==> src/rtl/shifter_pkg.sv <==
// Shared definitions for the iterative shifter: op encodings, FSM states, defaults.
// SHIFTER_MULTISTEP_EN raises the per-cycle step from 1 bit to up to 4 bits.
package shifter_pkg;

    localparam int DEF_WIDTH   = 16;
    localparam int DEF_SHAMT_W = 4;
    localparam int STEP_W      = 3;

`ifdef SHIFTER_MULTISTEP_EN
    localparam int MAX_STEP = 4;
`else
    localparam int MAX_STEP = 1;
`endif

    localparam logic [1:0] OP_SLL = 2'b00;
    localparam logic [1:0] OP_SRL = 2'b01;

    typedef enum logic [1:0] {
        ST_IDLE  = 2'd0,
        ST_SHIFT = 2'd1,
        ST_DONE  = 2'd2
    } state_t;

    // Any op with the top bit set is an arithmetic right shift.
    function automatic logic is_sra(input logic [1:0] op);
        return op[1];
    endfunction

endpackage

==> src/rtl/shift_step.sv <==
// Combinational single shift step of 0..MAX_STEP bit positions; no rotation.
module shift_step
    import shifter_pkg::*;
#(
    parameter int WIDTH = DEF_WIDTH
) (
    input  logic [WIDTH-1:0]  value,
    input  logic [1:0]        op,
    input  logic [STEP_W-1:0] amt,
    output logic [WIDTH-1:0]  result
);

    always_comb begin
        result = value << amt;
        if (is_sra(op)) begin
            result = $signed(value) >>> amt;
        end else if (op == OP_SRL) begin
            result = value >> amt;
        end
    end

endmodule

==> src/rtl/iterative_shifter.sv <==
// Multi-cycle SLL/SRL/SRA unit with start/busy/done handshake.
// Define SHIFTER_MULTISTEP_EN to shift up to 4 bits per cycle instead of 1.
//
// Handshake: start is sampled only in IDLE or DONE; busy is high exactly while
// in SHIFT; done is a one-cycle pulse during which dalja holds the new result.
module iterative_shifter
    import shifter_pkg::*;
#(
    parameter int WIDTH   = DEF_WIDTH,
    parameter int SHAMT_W = DEF_SHAMT_W
) (
    input  logic               clock,
    input  logic               reset,
    input  logic               start,
    input  logic [WIDTH-1:0]   hyrja,
    input  logic [SHAMT_W-1:0] shamt,
    input  logic [1:0]         op,
    output logic               busy,
    output logic               done,
    output logic [WIDTH-1:0]   dalja,
    output logic [1:0]         dbg_state
);

    state_t             state;
    logic [WIDTH-1:0]   work;
    logic [SHAMT_W-1:0] count;
    logic [1:0]         op_q;

    logic               accept;
    logic [WIDTH-1:0]   src_val;
    logic [1:0]         src_op;
    logic [SHAMT_W-1:0] src_cnt;
    logic [STEP_W-1:0]  amt;
    logic [SHAMT_W-1:0] rem;
    logic [WIDTH-1:0]   shifted;

    // The accepting edge already performs the first step, so count holds the
    // bits still outstanding after each edge and DONE follows when it hits 0.
    always_comb begin
        accept  = start && (state == ST_IDLE || state == ST_DONE);
        src_val = accept ? hyrja : work;
        src_op  = accept ? op    : op_q;
        src_cnt = accept ? shamt : count;
        amt     = (src_cnt > SHAMT_W'(MAX_STEP)) ? STEP_W'(MAX_STEP) : STEP_W'(src_cnt);
        rem     = src_cnt - SHAMT_W'(amt);
    end

    shift_step #(.WIDTH(WIDTH)) u_step (
        .value  (src_val),
        .op     (src_op),
        .amt    (amt),
        .result (shifted)
    );

    always_ff @(posedge clock or posedge reset) begin
        if (reset) begin
            state <= ST_IDLE;
            work  <= '0;
            count <= '0;
            op_q  <= '0;
            busy  <= 1'b0;
            done  <= 1'b0;
            dalja <= '0;
        end else begin
            done <= 1'b0;
            case (state)
                ST_IDLE, ST_DONE: begin
                    if (start) begin
                        op_q  <= op;
                        work  <= shifted;
                        count <= rem;
                        if (rem == '0) begin
                            state <= ST_DONE;
                            done  <= 1'b1;
                            busy  <= 1'b0;
                            dalja <= shifted;
                        end else begin
                            state <= ST_SHIFT;
                            busy  <= 1'b1;
                        end
                    end else begin
                        state <= ST_IDLE;
                        busy  <= 1'b0;
                    end
                end
                ST_SHIFT: begin
                    work  <= shifted;
                    count <= rem;
                    if (rem == '0) begin
                        state <= ST_DONE;
                        done  <= 1'b1;
                        busy  <= 1'b0;
                        dalja <= shifted;
                    end
                end
                default: begin
                    state <= ST_IDLE;
                    busy  <= 1'b0;
                end
            endcase
        end
    end

    assign dbg_state = state;

endmodule

==> config.mk <==
export PLATFORM = sky130hd
export DESIGN_NAME = iterative_shifter
export DESIGN_NICKNAME = d
export VERILOG_FILES = /design/src/rtl/shifter_pkg.sv /design/src/rtl/shift_step.sv /design/src/rtl/iterative_shifter.sv
export SDC_FILE = /design/constraint.sdc
export NUM_CORES = 1
export LEC_CHECK = 0
export CORE_MARGIN = 2
export CORE_UTILIZATION = 30
export CTS_BUF_LIST = sky130_fd_sc_hd__clkbuf_8
export CTS_CLUSTER_SIZE = 12
export DETAILED_ROUTE_END_ITERATION = 16
export GPL_ROUTABILITY_DRIVEN = 0
export PLACE_DENSITY = 0.49
export SLEW_MARGIN = 10
export SYNTH_ARGS = -nofsm -noshare
export SYNTH_HDL_FRONTEND = slang
export SYNTH_SLANG_ARGS = --single-unit
==> constraint.sdc <==
create_clock -name clock -period 3.8 [get_ports clock]
set_input_delay 1.14 -clock clock [delete_from_list [all_inputs] [get_ports clock]]
set_output_delay 1.14 -clock clock [all_outputs]
set_load 0.05 [all_outputs]
== Yosys cells after proc, flatten, opt, wreduce, memory -nomap -nowiden ==
Cells that the tools add are included.

* Register bits after elaboration: 42
* Latch bits: 0
* Bits in writable memories: 0
* Bits in read-only memories: 0
* Input port bits: 25
* Output and inout port bits: 20
* Word-level logic and storage cells: 49
* Memories: 0

* Add/subtract/negate cells: 1
* Multiply operators: 0
* Div/mod/pow operators: 0
* $lt $le $gt $ge: 1
* Eq/ne operators: 5
* Shifts and indexed selects: 3
* Muxes and demuxes: 24
* Bitwise operators: 0
* Reductions and logical operators: 8

{| class="wikitable"
|+ Operator list
! operator !! number
|-
| $mux W16 || 6
|-
| $pmux W16 S2 || 2
|-
| $shl A16 B3 Y16 || 1
|-
| $shr A16 B3 Y16 || 1
|-
| $sshr A16 B3 Y16 || 1
|-
| $mux W2 || 4
|-
| $mux W4 || 2
|-
| $pmux W4 S2 || 1
|-
| $mux W1 || 5
|-
| $eq A2 B1 Y1 const B || 2
|-
| $gt A4 B1 Y1 const B || 1
|-
| $logic_not A4 Y1 || 1
|-
| $ne A2 B2 Y1 const B || 2
|-
| $pmux W1 S2 || 2
|-
| $pmux W2 S2 || 1
|-
| $reduce_and A2 Y1 || 2
|-
| $sub A4 B3 Y4 || 1
|-
| $mux W3 || 1
|-
| $eq A2 B2 Y1 const B || 1
|-
| $logic_not A2 Y1 || 1
|-
| $reduce_bool A2 Y1 || 1
|-
| $reduce_or A2 Y1 || 1
|-
| $logic_and A1 B1 Y1 || 1
|-
| $logic_or A1 B1 Y1 || 1
|}

== Longest topological paths before layout ==
* Depth after elaboration: 12
* Gate-level depth with buffers: 11
* Depth with buffers taken out: 8

== By module ==
Synthesis repeated with hierarchy kept, for this count alone.

* Cell total of the unflattened synthesis: 360
* Area, all modules: 3,298.2 um2

{| class="wikitable"
|+ By module, submodules not included
! module !! times used !! cells an instance !! area an instance (um2) !! sequential area each (um2)
|-
| iterative_shifter || 1 || 212 || 2,018.2 || 1,051.0
|-
| shift_step || 1 || 148 || 1,280.0 || 0.0
|}

== Worst setup path after synthesis ==
Ideal clock, no wire load.

* Path type: in2reg
* Start: in start
* End: reg dalja[0]
* Library setup time: 0.125 ns
* Data arrival time: 3.337 ns
* Required time: 3.675 ns
* Setup slack: 0.338 ns
* Stages: 10
* Buffers on the path: 3
* Cells stage by stage: nor2b_1 > buf_2 > mux2i_1 > a21boi_0 > ha_1 > xnor2_1 > or3_1 > buf_6 > buf_8 > mux2_4

* Elaborated cells between the ends (all ways): 19
* Classes of those cells: add/sub (1); order compare (1); eq/ne (2); shift (3); mux (9); reduce/logical (3)

{| class="wikitable"
|+ RTL lines
! element !! line !! source
|-
| from (decl) || iterative_shifter.sv:14 || <nowiki>input logic start,</nowiki>
|-
| $logic_and A1 B1 Y1 (*) || iterative_shifter.sv:40 || <nowiki>accept = start && (state == ST_IDLE || state == ST_DONE);</nowiki>
|-
| $mux W4 (*) || iterative_shifter.sv:43 || <nowiki>src_cnt = accept ? shamt : count;</nowiki>
|-
| $gt A4 B1 Y1 || iterative_shifter.sv:44 || <nowiki>amt = (src_cnt > SHAMT_W'(MAX_STEP)) ? STEP_W'(MAX_STEP) : STEP_W'(src_cnt);</nowiki>
|-
| $mux W3 || iterative_shifter.sv:44 ||
|-
| $sub A4 B3 Y4 (*) || iterative_shifter.sv:45 || <nowiki>rem = src_cnt - SHAMT_W'(amt);</nowiki>
|-
| net rem[0] || iterative_shifter.sv:34 || <nowiki>logic [SHAMT_W-1:0] rem;</nowiki>
|-
| $logic_not A4 Y1 (*) || iterative_shifter.sv:72, iterative_shifter.sv:89 ||
|-
| $mux W16 (*) || iterative_shifter.sv:72, iterative_shifter.sv:89 ||
|-
| $mux W16 || iterative_shifter.sv:68 || <nowiki>if (start) begin</nowiki>
|-
| $pmux W16 S2 (*) || iterative_shifter.sv:66 || <nowiki>case (state)</nowiki>
|-
| to (signal assigned) || iterative_shifter.sv:76 || <nowiki>dalja <= shifted;</nowiki>
|-
| to (signal assigned) || iterative_shifter.sv:93 || <nowiki>dalja <= shifted;</nowiki>
|-
| to (decl) || iterative_shifter.sv:20 || <nowiki>output logic [WIDTH-1:0] dalja,</nowiki>
|}

Mark *: on every way through the listed nets, which the timed path passes. The rest lies on a longest branch. The select of a mux whose other input is x is not followed.
A chain may end at the register's enable or synchronous reset.

== Worst setup path after layout ==
* Start: in start
* End: reg dalja[3]

Same word-level chain as after synthesis.

==> impl_metrics.py <==
metrics = {
    "run_status": {
        "run_status": "completed",
    },
    "global_routing": {
        "grt_max_degree": 43,
        "antenna_found_initial": 0,
        "grt_pass1_vias": 1724,
        "gr-total-overflow": 0,
        "grt_pass1_wl_microns": 8430,
        "grt_usage": 0.125,
    },
    "clock_network": {
        "cts_buffer_depth": 2,
        "hold_buffers": 0,
        "cts-buffers-inserted": 5,
        "tritoncts": "built",
        "htreeDepth": 2,
        "postCtsSetupRepairBufs": 0,
        "cts_resized": 0,
        "clkSinkCount": 42,
        "clk_latency_ps": 290,
        "cts_root_buf": "clkbuf_8",
        "clk_pin_slew_ps": 90,
    },
    "critical_path": {
        "crit_type": "input pin to flop",
        "startpoint": "start",
        "critPathArrivalTime_ps": 3660,
        "r2r_start": "dbg_state[0]",
        "critPathCapture": "dalja[3]",
        "r2r_slack_ps": 1110,
        "rr_worst_depth": 8,
        "critical_path.startpoint_type": "input pin",
        "r2r-end": "dalja[3]",
        "worstPathRequired_ps": 3990,
        "crit_fanout": 18,
        "cp-end-kind": "flop",
    },
    "placement": {
        "port_buffers": 44,
        "place_hpwl_microns": 3450,
        "dpl-instance-area_sq_um": 2960,
    },
    "pwr": {
        "ir_drop_mv": 0.394,
        "pwr-share-comb": 0.639,
        "p_leak_nw": 1.44,
        "p_sw_frac": 0.423,
        "power_density_nw_per_um2": 1010,
        "p_seq_frac": 0.262,
        "power_frac_clock": 0.099,
        "net-switching-power_mw": 1.31,
        "p_int_mw": 1.78,
    },
    "route": {
        "antenna_left": 0,
        "drc": 0,
        "drt-vias-per-instance": 4.54,
        "drt_iter0_markers": 63,
        "wl_per_cell_microns": 14.4,
        "wirelength_microns": 4950,
        "vias": 1562,
        "first_pass_iters": 4,
    },
    "layout": {
        "num-nets-final": 268,
        "final_cell_mix": "44 x clkdlybuf4s50_1, 42 x dfrtp_1, 40 x mux2_2",
        "drive_gt1_frac": 0.310,
        "final-seq-area_sq_um": 1050,
        "syn_to_final_growth_pct": 30.0,
        "design_area_sq_um": 3060,
        "n_antenna_cell": 0,
        "fillers": 747,
        "final_common_cell": "clkdlybuf4s50_1",
        "multi_input_area_sq_um": 1220,
    },
    "logic_synthesis": {
        "syn-instance-count": 187,
        "synth_area_sq_um": 2350,
        "yosysWarnings": 0,
        "synth-seq-area-share": 0.447,
        "ys_types": 29,
        "ys_ff_latch": 42,
        "syn_avg_cell_area_sq_um": 12.6,
        "syn_nets": 214,
    },
    "floorplan": {
        "chipHeight_microns": 92.6,
        "fp.dieW_microns": 92.6,
        "pin_count": 45,
        "dieArea_sq_um": 8570,
        "initial_core_util": 0.308,
        "num_rows": 32,
        "core-area_sq_um": 7650,
    },
    "timing": {
        "setup_violations": 0,
        "fmaxAchievable_ghz": 0.288,
        "slew-limit-headroom": 0.638,
        "tightestPinTransition_ps": 543,
        "fin_worst_skew_ps": 7.50,
        "rsz0062_at_grt": "no",
        "fin_crit_sh": 0.914,
        "tns_ps": 0,
        "final.min_clock_period_ps": 3470,
        "slew_violations": 0,
        "final_hold_viol_count": 0,
    },
    "flow_run": {
        "drv_cap": 0,
    },
    "min_path": {
        "hp-class": "flop to flop",
    },
}
==> sequential cells by signal, indices dropped and copies added (netlist names) <==
signal and flops:
dalja 16, work 16, count 4, dbg_state 2, op_q 2, busy 1
done 1
==> worst max-delay path: stages <==
cell and delay, ps:
clkdlybuf4s50_1 490, or4b_4 480, o31ai_2 90, a21boi_0 180, ha_1 250, xnor2_1 140
or3_1 390, buf_12 190, mux2_4 300
==> through the flow <==
step	hold WS [ps]	power (mW)	util	setup WS, ps	instances
after floorplan	446	2.31	-	338	187
after global placement	472	2.81	0.388	43.4	336
after detailed placement	481	2.82	0.388	17.6	336
after CTS	503	3.14	0.400	333	344
after global routing	525	3.33	0.400	212	344
final	499	3.09	0.400	328	344
==> logic make-up (layout without fill, tap and decap cells) <==
family	Yosys count	after routing	synth area share
simple gates	27	27	0.0526
buf+inv	15	70	0.0377
xor+xnor	3	3	0.0112
flops	42	42	0.447
compound gates	13	13	0.0399
fa+ha+maj	2	2	0.0106
mux	85	85	0.401
==> power groups by stage <==
stage	clock network [mW]	registers, mW	logic (mW)
6_report	0.307	0.809	1.97
4_1_cts	0.322	0.812	2.00
3_3_place_gp	0	0.820	1.99
2_1_floorplan	0	1.14	1.17
3_5_place_dp	0	0.819	2.00
5_1_grt	0.339	0.842	2.15
==> synthesized netlist by cell type <==
| cell | n | area share |
|---|---|---|
| ha_1 | 2 | 0.011 |
| xnor2_1 | 3 | 0.011 |
| mux2_4 | 8 | 0.051 |
| nor2b_1 | 1 | 0.0027 |
| or3_1 | 1 | 0.0027 |
| o21bai_1 | 1 | 0.0032 |
| mux2_2 | 40 | 0.19 |
| a22o_1 | 1 | 0.0037 |
| buf_6 | 2 | 0.0096 |
| a21boi_0 | 1 | 0.0032 |
| nor2_1 | 7 | 0.011 |
| a21o_1 | 1 | 0.0032 |
| o31ai_2 | 1 | 0.0053 |
| mux2i_1 | 36 | 0.15 |
| mux2i_2 | 1 | 0.0058 |
| dfrtp_1 | 42 | 0.45 |
| inv_1 | 5 | 0.0080 |
| clkbuf_1 | 2 | 0.0032 |
| nand2b_1 | 2 | 0.0053 |
| nand2_1 | 14 | 0.022 |
| a211oi_1 | 1 | 0.0032 |
| a21oi_2 | 1 | 0.0037 |
| buf_2 | 5 | 0.011 |
| or4b_4 | 1 | 0.0058 |
| o21ai_0 | 3 | 0.0064 |
| a21oi_1 | 2 | 0.0043 |
| or2_2 | 1 | 0.0027 |
| o31a_1 | 1 | 0.0037 |
| buf_8 | 1 | 0.0064 |
==> worst min-delay path by stage <==
stage	startpoint	to	slack (ps)	cells past startpoint
6_report	op_q[0]	op_q[0]	500	2
5_1_grt	work[12]	work[12]	520	1
4_1_cts	count[3]	count[3]	500	2
3_5_place_dp	count[3]	count[3]	480	2
3_3_place_gp	op_q[0]	op_q[0]	470	2
2_1_floorplan	op_q[0]	op_q[0]	450	2
==> final cells by class <==
cell class              instances  area share
multi-input cells             130       0.398
flip-flops and latches         42       0.344
repair buffers                 57       0.180
well taps                     102      0.0417
clock buffers                   6      0.0270
inverters                       5     0.00613
clock inverters                 2     0.00409
==> routing by layer <==
metal	routed length [microns]	up-vias	part of all wire	track usage
met5	0	-	0	0
met4	40	0	0.0081	0.0336
met3	234	4	0.047	0.0342
met2	2240	33	0.45	0.201
met1	2430	760	0.49	0.166
li1	-	765	-	-
(Power assumes the default switching activity.)
